--- src/rtl/ccg_pkg.sv ---
// Shared definitions for the sweep-and-signature harness: FSM encoding,
// default MISR taps/seed and the MISR next-state function.
package ccg_pkg;

  typedef enum logic [1:0] {
    ST_IDLE    = 2'd0,
    ST_APPLY   = 2'd1,
    ST_CAPTURE = 2'd2,
    ST_DONE    = 2'd3
  } ccg_state_e;

  localparam int          MISR_MAX_W = 32;
  localparam logic [16:0] POLY_DEF   = 17'h04001;
  localparam logic [16:0] SEED_DEF   = 17'h00000;

  // One MISR step for any width w <= MISR_MAX_W; the x^w term is implicit,
  // so the register shifts left and folds POLY back in when the msb falls out.
  function automatic logic [MISR_MAX_W-1:0] misr_next(
    input logic [MISR_MAX_W-1:0] sig,
    input logic [MISR_MAX_W-1:0] fin,
    input logic [MISR_MAX_W-1:0] poly,
    input int                    w
  );
    logic [MISR_MAX_W-1:0] mask;
    logic [MISR_MAX_W-1:0] fb;
    mask = (w >= MISR_MAX_W) ? '1 : ((MISR_MAX_W'(1) << w) - MISR_MAX_W'(1));
    fb   = (((sig >> (w - 1)) & MISR_MAX_W'(1)) != '0) ? poly : '0;
    return (((sig << 1) ^ fb) ^ fin) & mask;
  endfunction

endpackage

--- src/rtl/ccg_misr.sv ---
// Multiple-input signature register: loads SEED on request, otherwise folds
// the benchmark response into the signature whenever enabled.
module ccg_misr
  import ccg_pkg::*;
#(
  parameter int           W    = 17,
  parameter logic [W-1:0] POLY = W'(POLY_DEF),
  parameter logic [W-1:0] SEED = W'(SEED_DEF)
) (
  input  logic         clk,
  input  logic         rst,
  input  logic         load_i,
  input  logic         en_i,
  input  logic [W-1:0] f_i,
  output logic [W-1:0] sig_o
);

  logic [W-1:0] sig_q;
  logic [W-1:0] sig_d;

  always_comb begin
    sig_d = sig_q;
    if (load_i) begin
      sig_d = SEED;
    end else if (en_i) begin
      sig_d = W'(misr_next(MISR_MAX_W'(sig_q), MISR_MAX_W'(f_i),
                           MISR_MAX_W'(POLY), W));
    end
  end

  always_ff @(posedge clk or posedge rst) begin
    if (rst) begin
      sig_q <= SEED;
    end else begin
      sig_q <= sig_d;
    end
  end

  assign sig_o = sig_q;

endmodule

--- src/rtl/ccg_sweep_sig.sv ---
// Sweeps every input vector through a combinational benchmark, compresses
// the responses in a MISR and compares the final signature with a golden.
module ccg_sweep_sig
  import ccg_pkg::*;
#(
  parameter int               IN_W   = 5,
  parameter int               OUT_W  = 17,
  parameter int               SETTLE = 1,
  parameter logic [OUT_W-1:0] POLY   = OUT_W'(POLY_DEF),
  parameter logic [OUT_W-1:0] SEED   = OUT_W'(SEED_DEF)
) (
  input  logic             clk,
  input  logic             rst,
  input  logic             start,
  input  logic             abort,
  input  logic [OUT_W-1:0] golden,
  output logic [IN_W-1:0]  x,
  input  logic [OUT_W-1:0] f,
  output logic             busy,
  output logic             done,
  output logic             sig_valid,
  output logic [OUT_W-1:0] signature,
  output logic             pass,
  output ccg_state_e       dbg_state
);

  localparam logic [IN_W:0] LAST_VEC = {1'b0, {IN_W{1'b1}}};
  localparam logic [3:0]    SETTLE_C = 4'(SETTLE);

  ccg_state_e      state_q, state_d;
  logic [IN_W:0]   vec_q, vec_d;
  logic [3:0]      cnt_q, cnt_d;
  logic [IN_W-1:0] x_q, x_d;
  logic            busy_q, busy_d;
  logic            done_q, done_d;
  logic            sig_valid_q, sig_valid_d;
  logic            pass_q, pass_d;
  logic            misr_load;
  logic            misr_en;

  always_comb begin
    state_d     = state_q;
    vec_d       = vec_q;
    cnt_d       = cnt_q;
    sig_valid_d = sig_valid_q;
    pass_d      = pass_q;
    misr_load   = 1'b0;
    misr_en     = 1'b0;

    case (state_q)
      ST_IDLE: begin
        if (abort) begin
          sig_valid_d = 1'b0;
          pass_d      = 1'b0;
        end else if (start) begin
          state_d     = ST_APPLY;
          vec_d       = '0;
          cnt_d       = '0;
          sig_valid_d = 1'b0;
          pass_d      = 1'b0;
          misr_load   = 1'b1;
        end
      end
      ST_APPLY: begin
        cnt_d = cnt_q + 4'd1;
        if (cnt_q + 4'd1 == SETTLE_C) begin
          state_d = ST_CAPTURE;
        end
      end
      ST_CAPTURE: begin
        misr_en = 1'b1;
        if (vec_q == LAST_VEC) begin
          state_d = ST_DONE;
        end else begin
          vec_d   = vec_q + 1'b1;
          cnt_d   = '0;
          state_d = ST_APPLY;
        end
      end
      ST_DONE: begin
        sig_valid_d = 1'b1;
        pass_d      = (signature == golden);
        state_d     = ST_IDLE;
      end
      default: state_d = ST_IDLE;
    endcase

    // Abort cancels the sweep outright; the partial signature is frozen.
    if (abort && state_q != ST_IDLE) begin
      state_d     = ST_IDLE;
      sig_valid_d = 1'b0;
      pass_d      = 1'b0;
      misr_en     = 1'b0;
    end
  end

  // Outputs are registered from the next state so they line up with it.
  assign busy_d = (state_d == ST_APPLY) || (state_d == ST_CAPTURE);
  assign done_d = (state_d == ST_DONE);
  assign x_d    = busy_d ? vec_d[IN_W-1:0] : '0;

  always_ff @(posedge clk or posedge rst) begin
    if (rst) begin
      state_q     <= ST_IDLE;
      vec_q       <= '0;
      cnt_q       <= '0;
      x_q         <= '0;
      busy_q      <= 1'b0;
      done_q      <= 1'b0;
      sig_valid_q <= 1'b0;
      pass_q      <= 1'b0;
    end else begin
      state_q     <= state_d;
      vec_q       <= vec_d;
      cnt_q       <= cnt_d;
      x_q         <= x_d;
      busy_q      <= busy_d;
      done_q      <= done_d;
      sig_valid_q <= sig_valid_d;
      pass_q      <= pass_d;
    end
  end

  ccg_misr #(
    .W   (OUT_W),
    .POLY(POLY),
    .SEED(SEED)
  ) u_misr (
    .clk   (clk),
    .rst   (rst),
    .load_i(misr_load),
    .en_i  (misr_en),
    .f_i   (f),
    .sig_o (signature)
  );

  assign x         = x_q;
  assign busy      = busy_q;
  assign done      = done_q;
  assign sig_valid = sig_valid_q;
  assign pass      = pass_q;
  assign dbg_state = state_q;

endmodule

--- config.mk ---
export PLATFORM = sky130hd
export DESIGN_NAME = ccg_sweep_sig
export DESIGN_NICKNAME = d
export VERILOG_FILES = /design/src/rtl/ccg_pkg.sv /design/src/rtl/ccg_misr.sv /design/src/rtl/ccg_sweep_sig.sv
export SDC_FILE = /design/constraint.sdc
export NUM_CORES = 1
export LEC_CHECK = 0
export ABC_CLOCK_PERIOD_IN_PS = 4950
export CAP_MARGIN = 5
export CORE_ASPECT_RATIO = 0.8
export CORE_UTILIZATION = 30
export CTS_BUF_LIST = sky130_fd_sc_hd__clkbuf_8
export CTS_CLUSTER_SIZE = 25
export DETAILED_ROUTE_END_ITERATION = 6
export PLACE_DENSITY = 0.65
export SYNTH_ARGS = -nofsm -noshare
export SYNTH_HDL_FRONTEND = slang
export SYNTH_HIERARCHICAL = 1
export SYNTH_SLANG_ARGS = --single-unit
--- constraint.sdc ---
create_clock -name clk -period 4.95 [get_ports clk]
set_input_delay 0.7425 -clock clk [delete_from_list [all_inputs] [get_ports clk]]
set_output_delay 0.7425 -clock clk [all_outputs]
set_load 0.01 [all_outputs]
==> flow_summary.toml, run 1 <==
[critical_path]
crit_fanout = 33
r2r_setup_slack_ns = 2.66
startpoint_type = "primary input"
critPathCaptureType = "flop"
r2r_cells = 5
path_class = "in -> reg"
critPathLaunch = "abort"
endpoint = "u_misr/sig_o[14]"
critPathArrivalTime_ns = 2.62
r2r-start = "dbg_state[0]"
r2r_end = "u_misr/sig_o[14]"
critPathRequiredTime_ns = 5.12

[clock_tree]
clkLatencyLatePin_ns = 0.29
cts_tree = "yes"
cts_htree_levels = 2
ctsHoldBuffers = 0
cts_buffer_depth = 2
root_buffer = "clkbuf_8"
clk_pin_slew_ns = 0.08
post_cts_buffers = 0
postCtsResizedCells = 0
cts_buffers = 5
clock_sinks = 38

[timing]
hold_viol_final = 0
period_minus_slack_ns = 2.45
setup_viol = 0
period_share = 0.495
fin_tns_setup_ns = 0
worstMarginPinSlew_ns = 1.23
slew_headroom = 0.181
max_freq_mhz = 408
rsz0062_at_grt = "no"
whs_ns = 0.523
skew_ns = 0.00744
final_max_slew_viol_count = 0
layout_setup_ws_ns = 2.50

[layout]
n_fill_cell = 618
area_delta_synth_final_pct = 40.1
multi_input_area_um2 = 1000
fin_util = 0.439
drive_gt1_frac = 0.0634
num-nets-final = 309
regArea_um2 = 951
fin_area_um2 = 2840
diodes = 0

[yosys]
synth_compound_gate_area_share = 0.143
synth_nets = 244
synthSimpleGateAreaFrac = 0.155
synthXorXnorAreaFrac = 0.163
yosysWarnings = 6
synth_area_leaders = "dfrtp_1 47%, xnor2_1 8.6%, xor2_1 6.5%"
synth_area_leader_cell = "dfrtp_1"
ys_seq_area_frac = 0.469
ys_types = 36
syn-cell-area_um2 = 2030
synth_top_family_by_area = "XOR/XNOR gates"
synth_top_area_frac = 0.469
syn_area_per_cell_um2 = 10.0
yosys.area_share.adder = 0.0247
synth_mux_area_frac = 0.00494
syn_inst = 202
ys_seq_elements = 38

[global_route]
grt_use_total = 0.153
grt_pass1_vias = 1637
grt_pass1_wl_um = 8090
antenna_found_initial = 0
grt_max_degree = 34
overflow = 0

[floorplanning]
die_x_um = 93.9
core_area_um2 = 6470
die-area_um2 = 7100
start_util = 0.313
ioPinCount = 66
die_h_um = 75.5
std_cell_rows = 26

[pwr]
power_density_nw_per_um2 = 390
peakVddDrop_v = 0.000183
leakage_nw = 1.16

[placement]
post_dp_cell_area_um2 = 2740
dp_slack_ns = 2.15
place_congestion = 0.811
dp_hpwl_um = 3700
io_buffers = 65

[min_path]
whs_path_depth = 2
hold_class = "reg -> reg"

[job]
max-cap-violations = 0

[routing]
vias = 1652
drt_iter0_markers = 58
detail_route.wl_per_cell_um = 13.8
first_pass_iters = 4
ant_nets = 0
finalWirelength_um = 4850
drc_errors = 0
vias_per_cell = 4.69

[outcome]
status = "finished clean"
-- stage by stage --
step	cells	power, W
2_1_floorplan	202	0.000697
3_3_place_gp	343	0.000885
3_5_place_dp	343	0.000895
4_1_cts	351	0.00112
5_1_grt	352	0.00119
6_report	352	0.00111
-- cell usage in the layout, fill, tap and decap left out, types with 2 or more instances in the layout --
cell,count
and2_1,6
inv_1,7
nor4_1,4
nand3_1,4
clkbuf_8,6
xnor2_1,20
a211oi_1,15
xor2_1,15
nor2_1,24
clkdlybuf4s50_1,65
nand2_1,16
nor3_1,3
o21ai_0,8
a21oi_1,8
dfrtp_1,38
nand4_1,2
ha_1,4
a22o_1,2
-- logic make-up (layout without fill, tap and decap cells) --
group / count (synthesis) / in the layout
and+or+nand+nor: 66 / 66
buffers and inverters: 15 / 81
xor gates and xnor gates: 36 / 36
AOI/OAI and AO/OA: 42 / 42
adders and majority gates: 4 / 4
DFF: 38 / 38
muxes: 1 / 1
-- Yosys cell counts (all sizes together) --
library cell  instances
xor2                 15
nand4                 2
a21o                  1
nand4b                1
a2bb2oi               1
nand3                 4
a22o                  2
nor3                  4
buf                   7
nand2b                1
and2                  6
inv                   7
o211ai                1
o21ai                10
nand2                16
nor4                  4
clkbuf                1
nor2                 25
xor3                  1
a21oi                 9
a32o                  1
o22a                  1
dfrtp                38
a211oi               16
or3                   2
mux2i                 1
nor2b                 1
xnor2                20
ha                    4
-- worst max-delay path, cell delays in order --
cell	delay (ns)
clkdlybuf4s50_1	0.53
nor2_2	1.00
mux2i_1	0.29
nor2_1	0.05
-- worst min path at each step --
stage | startpoint | endpoint | slack [ns]
2_1_floorplan | cnt_q[2] | cnt_q[2] | 0.49
3_3_place_gp | pass | pass | 0.51
3_5_place_dp | pass | pass | 0.51
4_1_cts | pass | pass | 0.52
5_1_grt | cnt_q[2] | cnt_q[2] | 0.56
6_report | pass | pass | 0.52
-- power breakdown --
| part | total, W | switching (W) | internal [W] |
|---|---|---|---|
| clock network | 0.000222 | 0.000110 | 0.000112 |
| registers | 0.000470 | 0.0000944 | 0.000375 |
| logic | 0.000416 | 0.000177 | 0.000239 |
| total | 0.00111 | 0.000381 | 0.000727 |
-- final cells by class --
cell class              count  share of cell area
clock buffers               6              0.0291
clock inverters             2             0.00440
inverters                   7             0.00925
multi-input cells         149               0.353
flip-flops and latches     38               0.335
well taps                  84              0.0370
repair buffers             66               0.233
-- per-layer routing --
metal	share of wire	global-route usage
met3	0.032	0.0349
met4	0.013	0.0513
met5	0	0
met2	0.44	0.230
met1	0.51	0.220
-- sequential cells by signal, indices dropped and copies added (netlist names) --
name / count
cnt_q: 4
done: 1
dbg_state: 2
u_misr/sig_o: 17
sig_valid: 1
busy: 1
x: 5
pass: 1
vec_q: 6
Power figures use the tool's default switching activity.
==> run 2: changes to the inputs <==
--- a/config.mk
+++ b/config.mk
@@ -5,7 +5,7 @@
 export SDC_FILE = /design/constraint.sdc
 export NUM_CORES = 1
 export LEC_CHECK = 0
-export ABC_CLOCK_PERIOD_IN_PS = 4950
+export ABC_CLOCK_PERIOD_IN_PS = 2500
 export CAP_MARGIN = 5
 export CORE_ASPECT_RATIO = 0.8
 export CORE_UTILIZATION = 30
==> constraint.sdc (replaced) <==
create_clock -name clk -period 2.5 [get_ports clk]
set_input_delay 0.375 -clock clk [delete_from_list [all_inputs] [get_ports clk]]
set_output_delay 0.375 -clock clk [all_outputs]
set_load 0.01 [all_outputs]
==> run 2 against run 1 <==
  * Clock-buffer cell count is 1 lower
  * Sequential share of layout area is 0.71 points lower
  * First-iteration DRC count is 52% lower
  * Global-route usage barely moved
  * Die area unchanged
  * Worst hold slack worse by 0.091 ns
  * Sequential cell count stayed put
  * Non-clock buffer count rose by 3
  * Cell count up 0.85%
  * Critical path type is now reg -> reg
  * Critical endpoint is now x[1]
==> flow_summary.toml, run 2 (synthesis results as in run 1) <==
[outcome]
status = "finished clean"

[floorplanning]
die-area_um2 = 7100
die_h_um = 75.5
std_cell_rows = 26
start_util = 0.313
die_x_um = 93.9
core_area_um2 = 6470
ioPinCount = 66

[timing]
skew_ns = 0.00922
setup_viol = 0
slew_headroom = 0.553
hold_viol_final = 0
fin_tns_setup_ns = 0
final_max_slew_viol_count = 0
period_minus_slack_ns = 2.19
rsz0062_at_grt = "no"
max_freq_mhz = 457
worstMarginPinSlew_ns = 0.670
period_share = 0.876

[global_route]
overflow = 0
grt_pass1_vias = 1603
grt_use_total = 0.154
grt_pass1_wl_um = 8170
antenna_found_initial = 0
grt_max_degree = 34

[critical_path]
startpoint_type = "flop"
path_class = "reg -> reg"
critPathArrivalTime_ns = 2.38
critPathRequiredTime_ns = 2.69
crit_fanout = 6
r2r_end = "x[1]"
critPathLaunch = "cnt_q[0]"
r2r_cells = 8
r2r-start = "cnt_q[0]"
r2r_setup_slack_ns = 0.31
endpoint = "x[1]"
critPathCaptureType = "flop"

[routing]
vias = 1643
drc_errors = 0
drt_iter0_markers = 28
finalWirelength_um = 4940
ant_nets = 0
detail_route.wl_per_cell_um = 13.9
first_pass_iters = 6
vias_per_cell = 4.63

[clock_tree]
clk_pin_slew_ns = 0.08
cts_buffers = 5
cts_tree = "yes"
postCtsResizedCells = 0
cts_buffer_depth = 2
ctsHoldBuffers = 0
clkLatencyLatePin_ns = 0.29
root_buffer = "clkbuf_8"
clock_sinks = 38
cts_htree_levels = 2
post_cts_buffers = 0

[layout]
drive_gt1_frac = 0.0738
area_delta_synth_final_pct = 43.1
final_cell_mix = "65 x clkdlybuf4s50_1, 38 x dfrtp_1, 24 x nor2_1"
diodes = 0
fin_area_um2 = 2900
num-nets-final = 312
largest_reg_flops = 17
layout_commonest_cell = "clkdlybuf4s50_1"

[pwr]
peakVddDrop_v = 0.000392
power_density_nw_per_um2 = 823
leakage_nw = 1.20

[placement]
io_buffers = 65
dp_hpwl_um = 3710
post_dp_cell_area_um2 = 2770
place_congestion = 0.819

[job]
max-cap-violations = 0

[min_path]
hold_class = "in -> async"
==> run 2: cell count changes in the layout (fill, tap and decap cells not counted), sizes merged <==
| cell | change |
|---|---|
| clkinvlp | -1 |
| buf | +3 |
| clkbuf | -1 |
| bufinv | +2 |
==> run 2: how the worst min path moves through the flow <==
stage	from	to	slack, ns	depth (start not counted)
after CTS	rst	x[0]	0.44	3
final	rst	vec_q[1]	0.43	3
after floorplan	rst	u_misr/sig_o[0]	0.30	1
after global routing	rst	x[0]	0.50	3
after detailed placement	pass	pass	0.52	2
after global placement	pass	pass	0.51	2
==> run 2: layout make-up <==
cell class	instances	area, um2
Inverter	7	26.3
Timing Repair Buffer	69	681
Sequential cell	38	951
Clock buffer	5	68.8
Fill cell	608	3570
Multi-Input combinational cell	149	1000
Clock inverter	3	68.8
Tap cell	84	105
==> run 2: stage by stage <==
step / utilization / hold slack [ns] / power [W] / std cells / setup WS [ns]
2_1_floorplan: - / 0.301 / 0.00138 / 202 / 0.521
5_1_grt: 0.448 / 0.497 / 0.00255 / 355 / 0.143
6_report: 0.448 / 0.432 / 0.00239 / 355 / 0.311
4_1_cts: 0.448 / 0.435 / 0.00242 / 355 / 0.324
3_5_place_dp: 0.427 / 0.522 / 0.00177 / 347 / 0.332
3_3_place_gp: 0.427 / 0.508 / 0.00176 / 347 / 0.393
==> run 2: worst max-delay path: stages (launching register included) <==
cell and delay [ns]:
dfrtp_1 0.43, ha_1 0.25, and2_1 0.14, a21oi_1 0.06
o22a_1 0.19, or3_1 0.31, a21oi_1 0.20, ha_1 0.33
and2_1 0.18
==> run 2: per-layer routing <==
| metal | GRT usage | up-vias | wire length, um |
|---|---|---|---|
| li1 | - | 826 | - |
| met1 | 0.226 | 780 | 2610 |
| met2 | 0.229 | 31 | 2140 |
| met3 | 0.0319 | 6 | 145 |
| met4 | 0.0444 | 0 | 42 |
| met5 | 0 | - | 0 |
==> run 2: where the power goes <==
| part | leakage [nW] | internal (W) | switching (W) | total, W |
|---|---|---|---|---|
| clock network | 0.0683 | 0.000400 | 0.000232 | 0.000632 |
| logic | 0.609 | 0.000477 | 0.000350 | 0.000827 |
| registers | 0.520 | 0.000743 | 0.000188 | 0.000931 |
==> run 3: changes to the inputs <==
--- a/config.mk
+++ b/config.mk
@@ -12,6 +12,7 @@
 export CTS_BUF_LIST = sky130_fd_sc_hd__clkbuf_8
 export CTS_CLUSTER_SIZE = 25
 export DETAILED_ROUTE_END_ITERATION = 6
+export GPL_TIMING_DRIVEN = 0
 export PLACE_DENSITY = 0.65
 export SYNTH_ARGS = -nofsm -noshare
 export SYNTH_HDL_FRONTEND = slang
==> run 3 against run 2 <==
  * Setup slack got worse by 0.037 ns
  * Non-clock buffer count grew 4
  * Cell area down 0.95%
==> flow_summary.toml, run 3 (synthesis results as in run 1) <==
[routing]
drc_errors = 0
vias = 1715
finalWirelength_um = 5240
drt_iter0_markers = 100
vias_per_cell = 4.78
first_pass_iters = 4
detail_route.wl_per_cell_um = 14.6
ant_nets = 0

[clock_tree]
cts_buffer_depth = 2
cts_tree = "yes"
root_buffer = "clkbuf_8"
cts_buffers = 5
cts_htree_levels = 2
clkLatencyLatePin_ns = 0.29
postCtsResizedCells = 0
clock_sinks = 38
post_cts_buffers = 0
ctsHoldBuffers = 0
clk_pin_slew_ns = 0.08

[pwr]
peakVddDrop_v = 0.000310
power_density_nw_per_um2 = 769
leakage_nw = 1.20

[layout]
layout.cells.non_filler = 359
num-nets-final = 316
drive_gt1_frac = 0.0727
regArea_um2 = 951
largest_reg_flops = 17
fin_area_um2 = 2880
layout_commonest_cell = "clkdlybuf4s50_1"
diodes = 0
final_cell_mix = "65 x clkdlybuf4s50_1, 38 x dfrtp_1, 25 x nor2_1"
multi_input_area_um2 = 995
area_delta_synth_final_pct = 41.8
n_fill_cell = 626

[timing]
final_max_slew_viol_count = 0
rsz0062_at_grt = "no"
hold_viol_final = 0
period_minus_slack_ns = 2.23
max_freq_mhz = 449
fin_tns_setup_ns = 0
setup_viol = 0
whs_ns = 0.530
skew_ns = 0.00772
worstMarginPinSlew_ns = 0.784
slew_headroom = 0.477
period_share = 0.890

[floorplanning]
ioPinCount = 66
start_util = 0.313
die_h_um = 75.5
die-area_um2 = 7100
core_area_um2 = 6470
std_cell_rows = 26
die_x_um = 93.9

[global_route]
grt_use_total = 0.163
grt_pass1_vias = 1673
antenna_found_initial = 0
grt_pass1_wl_um = 8610
overflow = 0
grt_max_degree = 22

[placement]
io_buffers = 65
dp.cells = 351
post_dp_cell_area_um2 = 2780
dp_hpwl_um = 4010
place_congestion = 0.831

[job]
max-cap-violations = 0

[critical_path]
startpoint_type = "flop"
r2r_cells = 8
r2r-start = "cnt_q[0]"
path_class = "reg -> reg"
crit_fanout = 6
critPathCaptureType = "flop"
r2r_setup_slack_ns = 0.27
r2r_end = "x[2]"
critPathArrivalTime_ns = 2.41
critPathRequiredTime_ns = 2.68

[outcome]
status = "finished clean"

[min_path]
hold_class = "in -> async"
## run 3: worst max path at each step
| stage | endpoint | startpoint | slack, ns | cells after the start |
|---|---|---|---|---|
| 2_1_floorplan | x[2] | cnt_q[0] | 0.52 | 8 |
| 3_3_place_gp | x[0] | cnt_q[0] | 0.29 | 8 |
| 3_5_place_dp | x[0] | cnt_q[0] | 0.28 | 8 |
| 4_1_cts | x[2] | cnt_q[0] | 0.25 | 8 |
| 5_1_grt | x[2] | cnt_q[0] | 0.04 | 8 |
| 6_report | x[2] | cnt_q[0] | 0.27 | 8 |
## run 3: per-stage QoR
stage / util / setup WS (ns) / total power (W)
after floorplan: - / 0.521 / 0.00138
after global placement: 0.430 / 0.291 / 0.00177
after detailed placement: 0.430 / 0.275 / 0.00179
after CTS: 0.444 / 0.255 / 0.00223
after global routing: 0.444 / 0.0421 / 0.00236
final: 0.444 / 0.274 / 0.00221
## run 3: critical path, cell delays in order (launching register included)
cell and delay, ns:
dfrtp_1 0.43, ha_1 0.25, and2_1 0.14, a21oi_1 0.06, o22a_1 0.20, or3_1 0.30
a21oi_1 0.23, ha_1 0.33, and2_1 0.17
## run 3: where the power goes
part           total [W]  internal [W]  switching (W)  leakage (nW)
registers       0.000927      0.000743       0.000184         0.520
logic           0.000844      0.000482       0.000362         0.626
clock network   0.000441      0.000219       0.000222        0.0524
## run 3: layer usage
layer | part of all wire | track usage | up-vias
met5 | 0 | 0 | -
met4 | 0.022 | 0.0615 | 0
met3 | 0.047 | 0.0339 | 8
met2 | 0.44 | 0.244 | 44
met1 | 0.49 | 0.234 | 825
li1 | - | - | 838
## run 3: area by class of cell
type,instances,area share
Clock inverter,2,0.00305
Timing Repair Buffer,65,0.226
Inverter,7,0.00914
Buffer,8,0.0196
Clock buffer,6,0.0287
Multi-Input combinational cell,149,0.346
Sequential cell,38,0.331
Tap cell,84,0.0366
